<file path="src/rtl/mux21_rr_sched_4b_pkg.sv">
// Shared constants for the round-robin 2:1 mux scheduler: FSM encodings,
// default sizing and the FIFO pointer-width helper.
package mux21_sched_pkg;

    localparam logic [1:0] ST_IDLE  = 2'd0;
    localparam logic [1:0] ST_HOLD0 = 2'd1;
    localparam logic [1:0] ST_HOLD1 = 2'd2;

    localparam int DEF_DATA_W     = 4;
    localparam int DEF_FIFO_DEPTH = 4;
    localparam int DEF_BURST_LEN  = 2;

    function automatic int ptr_width(input int depth);
        return $clog2(depth);
    endfunction

    localparam int DEF_PTR_W = ptr_width(DEF_FIFO_DEPTH);

endpackage

</file>
<file path="src/rtl/mux21_rr_sched_4b_if.sv">
// Bundle of the two requester handshakes and the scheduled output handshake.
// The master side is the environment, the slave side is the scheduler.
interface mux21_rr_sched_4b_if
    import mux21_sched_pkg::*;
#(
    parameter int DATA_W = DEF_DATA_W
);
    logic [DATA_W-1:0] in0;
    logic              in0_valid;
    logic              in0_ready;
    logic [DATA_W-1:0] in1;
    logic              in1_valid;
    logic              in1_ready;
    logic [DATA_W-1:0] out;
    logic              out_valid;
    logic              out_ready;
    logic              out_sel;
    logic              busy;

    modport master (
        output in0, in0_valid, in1, in1_valid, out_ready,
        input  in0_ready, in1_ready, out, out_valid, out_sel, busy
    );

    modport slave (
        input  in0, in0_valid, in1, in1_valid, out_ready,
        output in0_ready, in1_ready, out, out_valid, out_sel, busy
    );
endinterface

</file>
<file path="src/rtl/mux21_rr_sched_4b_fifo.sv">
// Single-clock FIFO with async reset; pushes while full and pops while empty
// are ignored, so callers may drive raw valid/request signals.
module sync_fifo_4b
    import mux21_sched_pkg::*;
#(
    parameter int DATA_W = DEF_DATA_W,
    parameter int DEPTH  = DEF_FIFO_DEPTH
) (
    input  logic              clk,
    input  logic              reset,
    input  logic              i_push,
    input  logic [DATA_W-1:0] i_data,
    input  logic              i_pop,
    output logic              o_full,
    output logic              o_empty,
    output logic [DATA_W-1:0] o_head
);
    localparam int PTR_W = ptr_width(DEPTH);

    logic [PTR_W-1:0]  r_wrPtr;
    logic [PTR_W-1:0]  r_rdPtr;
    logic [PTR_W:0]    r_count;
    logic [DATA_W-1:0] r_mem [DEPTH];
    logic              w_doPush;
    logic              w_doPop;

    assign o_full   = (r_count == (PTR_W+1)'(DEPTH));
    assign o_empty  = (r_count == '0);
    assign o_head   = r_mem[r_rdPtr];
    assign w_doPush = i_push && !o_full;
    assign w_doPop  = i_pop && !o_empty;

    // Pointers wrap naturally because DEPTH is a power of two.
    always_ff @(posedge clk or posedge reset) begin
        if (reset) begin
            r_wrPtr <= '0;
            r_rdPtr <= '0;
            r_count <= '0;
        end else begin
            if (w_doPush) r_wrPtr <= r_wrPtr + 1'b1;
            if (w_doPop)  r_rdPtr <= r_rdPtr + 1'b1;
            case ({w_doPush, w_doPop})
                2'b10:   r_count <= r_count + 1'b1;
                2'b01:   r_count <= r_count - 1'b1;
                default: r_count <= r_count;
            endcase
        end
    end

    always_ff @(posedge clk) begin
        if (w_doPush) r_mem[r_wrPtr] <= i_data;
    end

endmodule

</file>
<file path="src/rtl/mux21_rr_sched_4b.sv">
// Round-robin scheduler sharing one registered 2:1 mux between two FIFO-backed
// requesters, with a burst limit applied only while the other side waits.
module mux21_rr_sched_4b
    import mux21_sched_pkg::*;
#(
    parameter int DATA_W     = DEF_DATA_W,
    parameter int FIFO_DEPTH = DEF_FIFO_DEPTH,
    parameter int BURST_LEN  = DEF_BURST_LEN
) (
    input  logic                clk,
    input  logic                reset,
    mux21_rr_sched_4b_if.slave  bus
);
    localparam int CNT_W = 4;
    localparam logic [CNT_W-1:0] BURST_MAX = CNT_W'(BURST_LEN);

    logic              w_full0, w_empty0, w_full1, w_empty1;
    logic [DATA_W-1:0] w_head0, w_head1;
    logic              w_grant, w_load, w_pop0, w_pop1, w_match;
    logic [1:0]        r_state, w_nextState;
    logic [CNT_W-1:0]  r_cnt, w_nextCnt;
    logic              r_lastGrant, w_nextLast;
    logic [DATA_W-1:0] r_out;
    logic              r_outValid, r_outSel;
    logic              w_busy;

    sync_fifo_4b #(.DATA_W(DATA_W), .DEPTH(FIFO_DEPTH)) u_fifo0 (
        .clk(clk), .reset(reset), .i_push(bus.in0_valid), .i_data(bus.in0),
        .i_pop(w_pop0), .o_full(w_full0), .o_empty(w_empty0), .o_head(w_head0)
    );

    sync_fifo_4b #(.DATA_W(DATA_W), .DEPTH(FIFO_DEPTH)) u_fifo1 (
        .clk(clk), .reset(reset), .i_push(bus.in1_valid), .i_data(bus.in1),
        .i_pop(w_pop1), .o_full(w_full1), .o_empty(w_empty1), .o_head(w_head1)
    );

    assign bus.in0_ready = !w_full0;
    assign bus.in1_ready = !w_full1;

    // Holder keeps the grant until its burst is used up and the other side waits.
    always_comb begin
        w_grant = r_lastGrant;
        if (r_state == ST_HOLD0 && !w_empty0 && (r_cnt < BURST_MAX || w_empty1))
            w_grant = 1'b0;
        else if (r_state == ST_HOLD1 && !w_empty1 && (r_cnt < BURST_MAX || w_empty0))
            w_grant = 1'b1;
        else if (!w_empty0 && !w_empty1)
            w_grant = (r_state == ST_HOLD0) ? 1'b1 :
                      (r_state == ST_HOLD1) ? 1'b0 : !r_lastGrant;
        else if (!w_empty0)
            w_grant = 1'b0;
        else if (!w_empty1)
            w_grant = 1'b1;
    end

    assign w_load  = (!r_outValid || bus.out_ready) && (w_grant ? !w_empty1 : !w_empty0);
    assign w_pop0  = w_load && !w_grant;
    assign w_pop1  = w_load && w_grant;
    assign w_match = (r_state == ST_HOLD0 && !w_grant) || (r_state == ST_HOLD1 && w_grant);

    always_ff @(posedge clk or posedge reset) begin
        if (reset) begin
            r_state     <= ST_IDLE;
            r_cnt       <= '0;
            r_lastGrant <= 1'b1;
        end else begin
            r_state     <= w_nextState;
            r_cnt       <= w_nextCnt;
            r_lastGrant <= w_nextLast;
        end
    end

    // Backpressure with data pending leaves the FSM untouched.
    always_comb begin
        w_nextState = r_state;
        w_nextCnt   = r_cnt;
        w_nextLast  = r_lastGrant;
        if (w_load) begin
            w_nextState = w_grant ? ST_HOLD1 : ST_HOLD0;
            w_nextLast  = w_grant;
            if (!w_match)
                w_nextCnt = CNT_W'(1);
            else if (r_cnt < BURST_MAX)
                w_nextCnt = r_cnt + 1'b1;
        end else if (w_empty0 && w_empty1) begin
            w_nextState = ST_IDLE;
            w_nextCnt   = '0;
        end
    end

    always_comb begin
        w_busy = (r_state != ST_IDLE);
    end

    always_ff @(posedge clk or posedge reset) begin
        if (reset) begin
            r_out      <= '0;
            r_outValid <= 1'b0;
            r_outSel   <= 1'b0;
        end else if (w_load) begin
            r_out      <= w_grant ? w_head1 : w_head0;
            r_outSel   <= w_grant;
            r_outValid <= 1'b1;
        end else if (r_outValid && bus.out_ready) begin
            r_outValid <= 1'b0;
        end
    end

    assign bus.out       = r_out;
    assign bus.out_valid = r_outValid;
    assign bus.out_sel   = r_outSel;
    assign bus.busy      = w_busy;

endmodule

</file>
<file path="src/flat_wrapper.sv">
// flat-port wrapper written by rule: the top's interface ports become plain ports
module mux21_rr_sched_4b_flat import mux21_sched_pkg::*;
#(
    parameter int DATA_W     = DEF_DATA_W,
    parameter int FIFO_DEPTH = DEF_FIFO_DEPTH,
    parameter int BURST_LEN  = DEF_BURST_LEN
)
  (clk, reset, bus_in0, bus_in0_valid, bus_in1, bus_in1_valid, bus_out_ready, bus_in0_ready, bus_in1_ready, bus_out, bus_out_valid, bus_out_sel, bus_busy);
  mux21_rr_sched_4b_if #(.DATA_W(DATA_W)) bus_i ();
  input  logic clk;
  input  logic reset;
  input wire logic [$bits(bus_i.in0)-1:0] bus_in0;
  input wire logic [$bits(bus_i.in0_valid)-1:0] bus_in0_valid;
  input wire logic [$bits(bus_i.in1)-1:0] bus_in1;
  input wire logic [$bits(bus_i.in1_valid)-1:0] bus_in1_valid;
  input wire logic [$bits(bus_i.out_ready)-1:0] bus_out_ready;
  output wire logic [$bits(bus_i.in0_ready)-1:0] bus_in0_ready;
  output wire logic [$bits(bus_i.in1_ready)-1:0] bus_in1_ready;
  output wire logic [$bits(bus_i.out)-1:0] bus_out;
  output wire logic [$bits(bus_i.out_valid)-1:0] bus_out_valid;
  output wire logic [$bits(bus_i.out_sel)-1:0] bus_out_sel;
  output wire logic [$bits(bus_i.busy)-1:0] bus_busy;
  assign bus_i.in0 = bus_in0;
  assign bus_i.in0_valid = bus_in0_valid;
  assign bus_i.in1 = bus_in1;
  assign bus_i.in1_valid = bus_in1_valid;
  assign bus_i.out_ready = bus_out_ready;
  assign bus_in0_ready = bus_i.in0_ready;
  assign bus_in1_ready = bus_i.in1_ready;
  assign bus_out = bus_i.out;
  assign bus_out_valid = bus_i.out_valid;
  assign bus_out_sel = bus_i.out_sel;
  assign bus_busy = bus_i.busy;
  mux21_rr_sched_4b #(.DATA_W(DATA_W), .FIFO_DEPTH(FIFO_DEPTH), .BURST_LEN(BURST_LEN)) u_core (.clk(clk), .reset(reset), .bus(bus_i));
endmodule
</file>
<file path="config.mk">
export PLATFORM = sky130hd
export DESIGN_NAME = mux21_rr_sched_4b_flat
export DESIGN_NICKNAME = d
export VERILOG_FILES = /design/src/rtl/mux21_rr_sched_4b_pkg.sv /design/src/rtl/mux21_rr_sched_4b_if.sv /design/src/rtl/mux21_rr_sched_4b_fifo.sv /design/src/rtl/mux21_rr_sched_4b.sv /design/src/flat_wrapper.sv
export SDC_FILE = /design/constraint.sdc
export NUM_CORES = 1
export LEC_CHECK = 0
export ABC_AREA = 1
export BUFFER_PORTS_ARGS = -buffer_cell sky130_fd_sc_hd__buf_2
export CORE_MARGIN = 1.5
export CORE_UTILIZATION = 55
export CTS_CLUSTER_DIAMETER = 200
export DETAILED_ROUTE_END_ITERATION = 6
export HOLD_SLACK_MARGIN = 0.05
export PLACE_DENSITY = 0.74
export RECOVER_POWER = 100
export SYNTH_ARGS = -nofsm -noshare
export SYNTH_HDL_FRONTEND = slang
export SYNTH_SLANG_ARGS = --single-unit
</file>
<file path="constraint.sdc">
create_clock -name clk -period 2.38 [get_ports clk]
set_input_delay 0.119 -clock clk [delete_from_list [all_inputs] [get_ports clk]]
set_output_delay 0.119 -clock clk [all_outputs]
set_load 0.02 [all_outputs]
</file>
==> out/results.txt, run 1 <==
The final-report setup violation count came out at 0. The cell area that synthesis handed to floorplanning was 0.00283 mm^2. For the number of distinct library cells after synthesis, the log shows 27. In this run the register-to-register setup slack is 0.15 ns.

For the worst setup path, the data required time is 2.60 ns. Insertion delay of the later-clocked pin in the worst-skew pair: 0.33 ns. The share of the Yosys chip area taken by registers is 57.8%. For this block, the initial DRC count from the detailed router was 143.

Least setup slack across all paths after layout: 0.150 ns. The launch instance of the worst register-to-register path was u_core.r_cnt[2]$_DFFE_PP0P_. The largest net degree at the start of global routing was 28. The clock arrives with 0.00901 ns of skew. In the routed design, unresolved DRC markers number 0. Counting cells, the worst reg-to-reg path comes to 15. For the detailed placement HPWL, the log shows 3270 um. The wire length of the first global-routing pass is 7890 um. TritonCTS created 9 clock buffers.

The run gives 0 as the number of hold violations in the final report. The library cells used most frequently in the layout, excluding fill and tap cells, are sky130_fd_sc_hd__nor2_1 (36), sky130_fd_sc_hd__nand2_1 (36), sky130_fd_sc_hd__edfxtp_1 (32). The worst setup path is launched from a flip-flop. The cell taking the most area after synthesis is sky130_fd_sc_hd__edfxtp_1. In this run the number of H-tree levels came out at 3.

Static timing analysis puts the maximum clock frequency at 448 MHz. The run gives 1 as the max-cap check violation count. The region available for standard cell placement spans 0.00485 mm^2.

The ratio of cells with drive above 1 in the final layout works out to 16.6%. The tools report the root cell of the clock tree as sky130_fd_sc_hd__clkbuf_8. The run gives 2.45 ns as the data arrival time at the worst-slack endpoint. The vertical extent of the die works out to 74.8 um. Clock-pin slew was measured on the worst setup and hold paths at 0.07 ns.

The tools report the worst voltage drop across the vdd grid as 0.000548 V. The number of vias in the routed layout is 1873. The accumulated negative setup slack was 0 ns.

The critical path is of the flip-flop to flip-flop type. Setup repair after global routing could not meet its margin everywhere. At the pin with the least slew margin, the transition time is 1.52 ns.

The final critical-path required period was 2.23 ns. The tools report the destination of the critical timing path as u_core.u_fifo1.r_count[2]$_DFFE_PP0P_. STA classifies the critical path endpoint as a flip-flop. Once the floorplan was initialized, standard cells occupied 58.5% of the core. Top-area cell type share of the netlist area: 33.9%. Wire length per cell: 12.3 um.

The synthesized instance count was 264; the number of buffers added on ports was 21. Wires add up to 4690 um. The run gives 0 as the count of synthesis-stage warnings from yosys. Class of the worst hold path: input port to flip-flop. The die covers 0.00559 mm^2. The number of antenna diodes is 0, and the number of synthesized register bits is 59.

Sorting the synthesized cells by area gives the leading types as sky130_fd_sc_hd__edfxtp_1 (34%), sky130_fd_sc_hd__dfrtp_1 (23%), sky130_fd_sc_hd__ha_1 (4.9%), sky130_fd_sc_hd__nor2_1 (4.8%), sky130_fd_sc_hd__nand2_1 (4.6%). CTS saw 59 sinks. Row generation in the floorplan step produced 25 rows. The number of global-route vias before repair was 1735; the static leakage power was 0.00143 uW. The logs give 2 for the maximum clock insertion buffer count and 28 for the final number of max-transition violations. The worst slack after detailed placement was 0.0602 ns. The run finished, with violations left. Using the TritonRoute via totals, the vias-per-cell ratio works out to 4.93.

For this run, the detailed router's first-pass iteration total came to 4. Global routing used 19.7% of the available tracks across all layers. In this run the critical register-to-register path is captured at u_core.u_fifo1.r_count[2]$_DFFE_PP0P_. The tools report the relative slew slack as -1.32%.

22 I/O pins were placed. The net count of the finished layout came out at 334. TritonCTS built the clock tree.

Of the available clock period, the critical path in the final layout requires 93.7%. Along the worst path, the maximum fanout reaches 6. The checks that failed: capacitance limit, slew limit.

Horizontal die dimension: 74.8 um. The number of nets with antenna violations after detailed routing is 0, and the power per unit of standard cell area is 1330 mW/mm^2. After synthesis, the mean cell area works out to 10.7 um^2. The most critical setup path has its startpoint at u_core.r_cnt[2]$_DFFE_PP0P_. The initial antenna violation count was 0; the routability congestion estimate from global placement was 0.814. The sum of overflow across all layers after global routing came out at 0. The area growth from synthesis to final layout is 16.5%, and the synthesized net count is 290.
-- cells in the mapped netlist --
cell,instances
sky130_fd_sc_hd__nor2_8,2
sky130_fd_sc_hd__o22ai_1,5
sky130_fd_sc_hd__inv_1,29
sky130_fd_sc_hd__dfstp_2,1
sky130_fd_sc_hd__nand3_1,13
sky130_fd_sc_hd__buf_2,2
sky130_fd_sc_hd__nand3_2,5
sky130_fd_sc_hd__fa_1,2
sky130_fd_sc_hd__a21oi_1,6
sky130_fd_sc_hd__nand2_4,6
sky130_fd_sc_hd__xor2_1,6
sky130_fd_sc_hd__nand2_2,4
sky130_fd_sc_hd__xnor2_2,1
sky130_fd_sc_hd__inv_6,1
sky130_fd_sc_hd__nor2_2,1
sky130_fd_sc_hd__edfxtp_1,32
sky130_fd_sc_hd__dfrtp_1,26
sky130_fd_sc_hd__o32ai_1,4
sky130_fd_sc_hd__ha_1,11
sky130_fd_sc_hd__o21ai_1,1
sky130_fd_sc_hd__nor2_4,4
sky130_fd_sc_hd__inv_2,8
sky130_fd_sc_hd__nor2_1,36
sky130_fd_sc_hd__nand2_1,35
sky130_fd_sc_hd__xnor2_1,3
sky130_fd_sc_hd__o21ai_0,19
sky130_fd_sc_hd__buf_1,1
-- cell type report --
| class | count | area (um^2) |
|---|---|---|
| clock buffers | 12 | 135 |
| inverters | 38 | 150 |
| fillers | 374 | 1550 |
| flip-flops and latches | 59 | 1640 |
| clock inverters | 4 | 42.5 |
| multi-input cells | 164 | 1040 |
| well taps | 67 | 83.8 |
| repair buffers | 36 | 215 |
-- worst min path at each step --
stage,start,end,slack [ns],cells past startpoint
floorplan,reset,u_core.bus.out[0]$_DFFE_PP0P_,0.17,1
global placement,reset,u_core.u_fifo0.r_count[1]$_DFFE_PP0P_,0.20,3
detailed placement,reset,u_core.u_fifo0.r_count[1]$_DFFE_PP0P_,0.21,3
CTS,bus_in1_valid,u_core.u_fifo1.r_wrPtr[1]$_DFFE_PP0P_,0.24,4
global route,bus_in1_valid,u_core.u_fifo1.r_wrPtr[0]$_DFFE_PP0P_,0.28,4
finish,bus_in1_valid,u_core.u_fifo1.r_wrPtr[1]$_DFFE_PP0P_,0.25,4
-- registers in the layout, summed over array words and instances (netlist names) --
signal                  cells
u_core.u_fifo0.r_mem       16
u_core.u_fifo1.r_mem       16
u_core.bus.out              4
u_core.r_cnt                4
u_core.u_fifo0.r_count      3
u_core.u_fifo1.r_count      3
u_core.r_state              2
u_core.u_fifo0.r_rdPtr      2
u_core.u_fifo0.r_wrPtr      2
u_core.u_fifo1.r_rdPtr      2
u_core.u_fifo1.r_wrPtr      2
u_core.bus.out_sel          1
u_core.bus.out_valid        1
u_core.r_lastGrant          1
-- critical path: stages, from the launching register on --
cell and delay, ns:
sky130_fd_sc_hd__dfrtp_1 0.41, sky130_fd_sc_hd__nor2_4 0.14, sky130_fd_sc_hd__nand2_2 0.07, sky130_fd_sc_hd__nand2_1 0.05, sky130_fd_sc_hd__nand2_1 0.06, sky130_fd_sc_hd__inv_2 0.06, sky130_fd_sc_hd__nand2_4 0.05, sky130_fd_sc_hd__nand2_4 0.10
sky130_fd_sc_hd__nand2_4 0.09, sky130_fd_sc_hd__inv_4 0.09, sky130_fd_sc_hd__ha_1 0.13, sky130_fd_sc_hd__inv_1 0.07, sky130_fd_sc_hd__fa_1 0.44, sky130_fd_sc_hd__a21oi_1 0.14, sky130_fd_sc_hd__o21ai_1 0.09, sky130_fd_sc_hd__xor2_1 0.14
-- power breakdown --
| part | leakage [uW] | internal, uW | switching (uW) |
|---|---|---|---|
| combinational | 0.000722 | 694 | 1170 |
| sequential | 0.000613 | 1430 | 253 |
| clock | 0.0000894 | 476 | 363 |
-- routing by layer --
layer / up-vias / track usage [%] / part of all wire, %
met5: - / 0 / 0
met4: 0 / 8.48 / 1.8
met3: 8 / 6.96 / 3.5
met2: 23 / 30.7 / 47
met1: 883 / 25.4 / 48
li1: 959 / - / -
-- kinds of logic (layout without fill, tap and decap cells) --
kind of cell,Yosys count,after routing,synth area share (%)
buffers and inverters,41,90,5.70
adder cells (fa/ha/maj),13,13,6.27
AO/OA/AOI/OAI,35,35,6.93
flip-flops,59,59,57.8
AND/OR/NAND/NOR,106,106,20.0
XOR/XNOR,10,10,3.36
-- stage by stage --
| stage | hold WS (ns) | cell area, um^2 | utilization, % | std cells | power, uW |
|---|---|---|---|---|---|
| floorplan | 0.171 | 2830 | - | 264 | 3150 |
| global placement | 0.201 | 3020 | 62.4 | 351 | 3500 |
| detailed placement | 0.211 | 3020 | 62.4 | 351 | 3550 |
| CTS | 0.241 | 3300 | 68.1 | 377 | 4410 |
| global route | 0.277 | 3300 | 68.1 | 380 | 4760 |
| finish | 0.251 | 3300 | 68.1 | 380 | 4390 |
-- what timing repair did --
action,in CTS,in global routing
resized for setup,0,6
hold buffers,10,0
setup buffers,0,3
hold endpoints to repair,59,0
setup endpoints to repair,0,2
No activity file was read; power rests on OpenSTA's default activity.
==> run 2, diff against run 1 <==
--- a/config.mk
+++ b/config.mk
@@ -9,8 +9,10 @@
 export BUFFER_PORTS_ARGS = -buffer_cell sky130_fd_sc_hd__buf_2
 export CORE_MARGIN = 1.5
 export CORE_UTILIZATION = 55
+export CTS_BUF_LIST = sky130_fd_sc_hd__clkbuf_4 sky130_fd_sc_hd__clkbuf_8 sky130_fd_sc_hd__clkbuf_16
 export CTS_CLUSTER_DIAMETER = 200
 export DETAILED_ROUTE_END_ITERATION = 6
+export GPL_TIMING_DRIVEN = 0
 export HOLD_SLACK_MARGIN = 0.05
 export PLACE_DENSITY = 0.74
 export RECOVER_POWER = 100
==> run 2 against run 1 <==
- the run now ends clean
- global-route usage down 0.88 points
- clock skew down 0.0028 ns
- largest cell class unchanged
- clock power up 0.6%
- critical endpoint unchanged
==> out/results.txt, run 2 (same netlist as run 1, synthesis figures left out) <==
The upper clock frequency limit is 449 MHz. Between clock sinks in the finished design, the worst skew comes to 0.00619 ns. The logs give 0.00485 mm^2 for the area inside the core boundary and 0.00328 mm^2 for the total non-filler cell area in the finished layout. The vertical extent of the die was 74.8 um. Summing all placed instances gives a cell area of 0.00302 mm^2.

The die is 74.8 um wide. Dividing the detail-routed via count by the number of cells gives 4.97. At the later pin of the worst-skew pair, clock insertion delay measures 0.33 ns. In this run the clock root is driven by a sky130_fd_sc_hd__clkbuf_8.

The highest fanout seen on the critical path is 6, and the number of rows created at floorplan is 25. The flow ran to the end, and the final reports show no timing, DRC or antenna violations. The critical path is of the flip-flop to flip-flop type.

Setup violations remaining at the end of the flow were counted as 0. Across every metal layer, demand over resource in global routing totals 18.9%. The data arrival time at the worst-slack endpoint was 2.44 ns. The worst setup path is captured at a flip-flop. The sequential cells in the finished layout cover a total of 0.00164 mm^2. The net count of the finished layout was 333. The initial core utilization was 58.5%. The tools report the number of fill cells in the layout as 387. TritonCTS built the clock tree. Entering global routing, the biggest net connects 28 pins.

The number of sinks driven by the clock tree is 59, and the relative slew slack is 31.4%. After clock tree synthesis, the clock-pin slew on the worst setup and hold paths is 0.06 ns. Cells fill 67.6% of the core in the end.

In the final routed layout, each cell accounts on average for 12.2 um. Setup repair after global routing left no endpoint under its margin. The library cells used most frequently in the layout, excluding fill and tap cells, are sky130_fd_sc_hd__nor2_1 (37), sky130_fd_sc_hd__nand2_1 (37), sky130_fd_sc_hd__edfxtp_1 (32). The detailed router finished its first iteration with 67 violations. The depth of the most critical reg-to-reg path is 15, and the wire length of the first global-routing pass is 7360 um.

The number of antenna diodes in the final layout is 0. For the worst hold slack, the log shows 0.0368 ns. The run gives 1882 as the number of vias in the routed layout. The run gives 0 as the number of nets with antenna violations after detailed routing. 22 I/O pins were placed. The accumulated negative setup slack was 0 ns. In the final layout, the registers with the most flip-flops are u_core.u_fifo0.r_mem x16, u_core.u_fifo1.r_mem x16.

Compared with the post-synthesis result, the final layout area differs by 15.6%. The tools report the launch instance of the worst register-to-register path as u_core.r_cnt[2]$_DFFE_PP0P_. Detailed placement finished with a half-perimeter wire length of 3270 um.

The tools report the die outline area as 0.00559 mm^2. For the wire length reported by the detailed router, the log shows 4620 um. In this run the number of H-tree levels came out at 3. The ratio of cells with drive above 1 in the final layout was 15.7%; the maximum clock insertion buffer count was 2. The initial antenna violation count is 0.

The run gives 0 as the final number of max-transition violations. The startpoint type of the worst setup path is a flip-flop. The multi-input combinational cells in the finished layout cover a total of 0.00102 mm^2. The tool flagged a number of max-cap violations equal to 0. Routability congestion estimate from global placement: 0.805. The class of the worst hold path was input port to asynchronous set/reset pin. The measured slew at the worst slew-check pin is 1.03 ns, and the worst voltage drop across the vdd grid is 0.000837 V. In this run the static leakage power is 0.00142 uW. Sum of overflow across all layers after global routing: 0. End of the worst register-to-register path: u_core.u_fifo1.r_count[2]$_DFFE_PP0P_. Number of hold violations in the final report: 0.

After layout, the worst path uses 93.6% of the clock period. The run gives 2.59 ns as the critical path data required time. The count of buffers added on input and output ports is 21.

Setup slack on the worst reg-to-reg path comes out at 0.15 ns. Power spread over the standard cell area amounts to 1340 mW/mm^2. Clock tree synthesis inserted a total of 9 buffers. The tools report the DRC violation count after routing as 0.

The first detailed-routing pass ran for 4 iterations. The tools report the number of global-route vias before repair as 1731. Subtracting the final worst setup slack from the clock period gives 2.23 ns.
-- run 2: cell types whose count changed in the layout (fill, tap and decap cells not counted), sizes merged --
cell	before	now
clkbuf	30	29
clkinv	3	4
dlygate4sd3	10	9
-- run 2: layer usage --
metal / part of all wire, % / wire length (um) / global-route usage [%]
met4: 1.6 / 74 / 9.90
met1: 47 / 2180 / 23.6
met2: 47 / 2190 / 29.3
met5: 0 / 0 / 0
met3: 3.9 / 180 / 6.43
-- run 2: timing repair --
item                                    in CTS  in global routing
hold buffers                                 9                  0
endpoints found under the setup margin       0                  2
endpoints found under the hold margin       33                  0
buffers inserted                             0                  2
gates resized for setup                      0                  5
-- run 2: per-stage QoR --
step	cells	worst slack, ns	total power, uW
3_3_place_gp	352	0.0667	3500
6_report	379	0.152	4380
5_1_grt	379	0.00695	4730
4_1_cts	377	0.0120	4430
2_1_floorplan	264	0.197	3150
3_5_place_dp	352	0.0184	3570
-- run 2: worst max-delay path by stage --
stage                             startpoint                                     to  depth (start not counted)
5_1_grt        u_core.r_state[1]$_DFFE_PP0P_  u_core.u_fifo1.r_count[2]$_DFFE_PP0P_                         15
3_3_place_gp     u_core.r_cnt[2]$_DFFE_PP0P_  u_core.u_fifo1.r_count[2]$_DFFE_PP0P_                         15
6_report         u_core.r_cnt[2]$_DFFE_PP0P_  u_core.u_fifo1.r_count[2]$_DFFE_PP0P_                         15
4_1_cts          u_core.r_cnt[2]$_DFFE_PP0P_  u_core.u_fifo1.r_count[2]$_DFFE_PP0P_                         15
3_5_place_dp     u_core.r_cnt[2]$_DFFE_PP0P_  u_core.u_fifo1.r_count[2]$_DFFE_PP0P_                         15
2_1_floorplan    u_core.r_cnt[2]$_DFFE_PP0P_  u_core.u_fifo1.r_count[2]$_DFFE_PP0P_                         15
-- run 2: worst max-delay path, cell delays in order (launching register included) --
cell and delay (ns):
sky130_fd_sc_hd__dfrtp_2 0.44, sky130_fd_sc_hd__nor2_4 0.13, sky130_fd_sc_hd__nand2_2 0.07, sky130_fd_sc_hd__nand2_1 0.06
sky130_fd_sc_hd__nand2_1 0.06, sky130_fd_sc_hd__inv_2 0.06, sky130_fd_sc_hd__nand2_4 0.05, sky130_fd_sc_hd__nand2_4 0.10
sky130_fd_sc_hd__nand2_4 0.08, sky130_fd_sc_hd__inv_4 0.08, sky130_fd_sc_hd__ha_1 0.14, sky130_fd_sc_hd__inv_1 0.08
sky130_fd_sc_hd__fa_2 0.39, sky130_fd_sc_hd__a21oi_1 0.14, sky130_fd_sc_hd__o21ai_1 0.09, sky130_fd_sc_hd__xor2_1 0.14
-- run 2: final cells by class --
cell class / count / share of cell area (%)
Tap cell: 67 / 2.56
Inverter: 38 / 4.58
Multi-Input combinational cell: 164 / 31.1
Sequential cell: 59 / 50.0
Clock inverter: 5 / 1.37
Timing Repair Buffer: 32 / 5.69
Buffer: 3 / 0.420
Clock buffer: 11 / 4.24
-- run 2: power by group --
part           switching, uW  total, uW  leakage [uW]  internal (uW)
combinational           1230       1920      0.000717            688
clock                    351        844     0.0000943            492
sequential               184       1620      0.000611           1430
==> run 3, diff against run 2 <==
--- a/config.mk
+++ b/config.mk
@@ -15,7 +15,7 @@
 export GPL_TIMING_DRIVEN = 0
 export HOLD_SLACK_MARGIN = 0.05
 export PLACE_DENSITY = 0.74
-export RECOVER_POWER = 100
+export RECOVER_POWER = 25
 export SYNTH_ARGS = -nofsm -noshare
 export SYNTH_HDL_FRONTEND = slang
 export SYNTH_SLANG_ARGS = --single-unit
==> constraint.sdc (replaced) <==
create_clock -name clk -period 2.6 [get_ports clk]
set_input_delay 0.13 -clock clk [delete_from_list [all_inputs] [get_ports clk]]
set_output_delay 0.13 -clock clk [all_outputs]
set_load 0.02 [all_outputs]
==> run 3 against run 2 <==
- clock power is 8.5% lower
- total power down 8.4%
- critical path type unchanged
- non-clock buffer count down 2
- cell count down 0.53%
- count of clock-buffer cells in the layout did not move
- sequential power fell by 9%
- global-route usage unchanged
- routed wire length shrank 1.3%
- register-to-register slack better by 0.08 ns
==> out/results.txt, run 3 (same netlist as run 1, synthesis figures left out) <==
CTS built an H-tree with a depth of 3. The final number of max-transition violations is 0. In the final routed layout, each cell accounts on average for 12.1 um. Registers take 0.00164 mm^2.

The first-pass iteration count of the detailed router was 4. The tools report the die outline area as 0.00559 mm^2. The signal on the critical path passes through nor2_4 -> nand2_2 -> nand2_1 -> nand2_1 -> inv_2 -> nand2_4 -> nand2_4 -> nand2_4 -> inv_2 -> ha_1 -> inv_1 -> fa_1 -> a21oi_1 -> o21ai_0 -> xor2_1. The initial utilization of the core area, before any placement, comes to 58.5%. The floorplan step set the die height to 74.8 um. The final layout contains routed wiring with a total length of 4560 um. For the number of nets with antenna violations after detailed routing, the log shows 0. Entering global routing, the biggest net connects 28 pins. During I/O placement, the number of pins put on the boundary was 22. Grouping stages by cell kind, the critical path spends the most delay in adder cells. The tools report the setup skew after layout as 0.00530 ns. The tool flagged a number of max-cap violations equal to 0. The measured slew at the worst slew-check pin was 1.04 ns. The cell sitting at the root of the clock tree is a sky130_fd_sc_hd__clkbuf_8. The routability congestion estimate from global placement is 0.805, and the power per unit of standard cell area is 1220 mW/mm^2. STA classifies the critical path endpoint as a flip-flop. Derived from the worst setup path, the maximum achievable clock frequency is 423 MHz.

The area growth from synthesis to layout is 16.0%. The setup path with the least slack is of type flip-flop to flip-flop. Summing all multi-input logic gate instances after layout gives 0.00103 mm^2.

Across every metal layer, demand over resource in global routing totals 18.9%. The floorplan step set the die width to 74.8 um. Initial antenna violation count: 0. Maximum clock insertion buffer count: 2. The area inside the core boundary was 0.00485 mm^2. The most repeated library cell on the critical path is sky130_fd_sc_hd__nand2_4. For the final routed database, the setup TNS stands at 0 ns. The run finished with clean final reports. The final critical-path required period came out at 2.36 ns.

The tools report the data arrival time at the worst-slack endpoint as 2.57 ns. Summed over all layers, the global routing overflow is 0. The final route contains 1869 vias. Input and output buffers added on the ports amount to 21. The tools report the net count of the finished layout as 331. After legalization and detailed placement, the total HPWL measured 3270 um. Once placement finished, the instance area stood at 0.00302 mm^2. The commonest non-fill, non-tap cell in the layout is sky130_fd_sc_hd__nor2_1.

In the routed design, unresolved DRC markers number 0. The largest individual stage delay along the critical path comes from the cell sky130_fd_sc_hd__dfrtp_1. The ratio of routed vias to standard cells works out to 4.96. In this run the static leakage power is 0.00144 uW. The post-route netlist has 19.4% of its cells at a drive strength greater than 1. The run gives 30.9% as the relative slew slack.

The maximum single-stage delay on the critical path was 0.43 ns; the DRC violation total after the first TritonRoute iteration was 63. The largest registers in the layout are u_core.u_fifo0.r_mem x16, u_core.u_fifo1.r_mem x16. The number of buffers and inverters on the critical path works out to 3. TritonCTS built the clock tree. The logs give 9 for the number of buffers created by CTS and 0.00329 mm^2 for the total non-filler cell area in the finished layout.

Setup repair after global routing left no endpoint under its margin. The clock drives 59 sinks. Number of global-route vias before repair: 1731.

Setup violations remaining at the end of the flow were counted as 0. The number of hold violations in the final report is 0, and the insertion delay of the later-clocked pin in the worst-skew pair is 0.33 ns. The worst hold path belongs to the class input port to asynchronous set/reset pin. VDD sags by at most 0.000767 V.

In this run the core area contains 25 standard-cell rows. The number of antenna diodes in the final layout is 0. The highest fanout seen on the critical path is 6.

Counting the fill cells in the layout gives 375. Leaving out fill and tap cells, the most frequent cells in the layout are sky130_fd_sc_hd__nor2_1 (36), sky130_fd_sc_hd__nand2_1 (35), sky130_fd_sc_hd__edfxtp_1 (32). The tools report the startpoint type of the worst setup path as a flip-flop. Clock-pin slew was measured on the worst setup and hold paths at 0.06 ns. The first global-routing pass estimated 7360 um of wire. The critical path data required time is 2.81 ns, and the part of the cycle the worst path needs is 90.9%.
run 3: cell types whose count changed in the layout (fill, tap and decap cells not counted), moves of 2 or more:
cell / before / now
sky130_fd_sc_hd__nand2_2: 2 / 4
sky130_fd_sc_hd__clkbuf_1: 17 / 8
sky130_fd_sc_hd__inv_1: 31 / 29
sky130_fd_sc_hd__inv_2: 5 / 8
sky130_fd_sc_hd__nand2_1: 37 / 35
sky130_fd_sc_hd__buf_2: 7 / 15
run 3: final cells by class:
cell class / count / area share [%]
timing repair buffer: 30 / 5.63
multi-input combinational: 164 / 31.5
tap: 67 / 2.55
clock buffer: 11 / 4.23
buffer: 3 / 0.419
sequential: 59 / 49.8
inverter: 38 / 4.49
clock inverter: 5 / 1.37
run 3: metal layers:
layer	wire length, um	GRT usage, %	vias to the layer above	part of all wire, %
li1	-	-	946	-
met1	2140	23.6	881	47
met2	2160	29.3	36	47
met3	189	6.43	6	4.1
met4	74	9.90	0	1.6
met5	0	0	-	0
run 3: through the flow:
stage | instances | total power (uW) | worst slack, ns | hold WS, ns | util, %
final | 377 | 4010 | 0.236 | 0.0492 | 67.8
after global routing | 377 | 4340 | 0.0958 | 0.160 | 67.8
after CTS | 377 | 4050 | 0.232 | 0.0909 | 68.0
after detailed placement | 352 | 3270 | 0.238 | 0.345 | 62.3
after global placement | 352 | 3200 | 0.287 | 0.344 | 62.3
after floorplan | 264 | 2880 | 0.417 | 0.182 | -
run 3: path summary, 6_finish.rpt:
check | slack (ns) | from | endpoint | cells after the start
min in group clk | 0.28 | bus_in0_valid | u_core.u_fifo0.r_wrPtr[0]$_DFFE_PP0P_ | 3
setup reg to reg | 0.24 | u_core.r_cnt[2]$_DFFE_PP0P_ | u_core.u_fifo1.r_count[2]$_DFFE_PP0P_ | 15
max in group asynchronous | 1.93 | reset | u_core.u_fifo1.r_count[0]$_DFFE_PP0P_ | 2
setup / recovery | 0.24 | u_core.r_cnt[2]$_DFFE_PP0P_ | u_core.u_fifo1.r_count[2]$_DFFE_PP0P_ | 15
hold / removal | 0.05 | reset | u_core.u_fifo1.r_wrPtr[1]$_DFFE_PP0P_ | 2
hold reg to reg | 0.49 | u_core.bus.out_sel$_DFFE_PP0P_ | u_core.bus.out_sel$_DFFE_PP0P_ | 2
run 3: where the power goes:
part	total [uW]	switching (uW)	internal, uW
sequential	1480	166	1310
combinational	1760	1140	630
clock	772	322	451
total	4010	1620	2390
run 3: timing repair:
| item | CTS | global route |
|---|---|---|
| gates resized for setup | 0 | 0 |
| setup buffers | 0 | 0 |
| hold buffers | 9 | 0 |
| endpoints found under the hold margin | 33 | 0 |
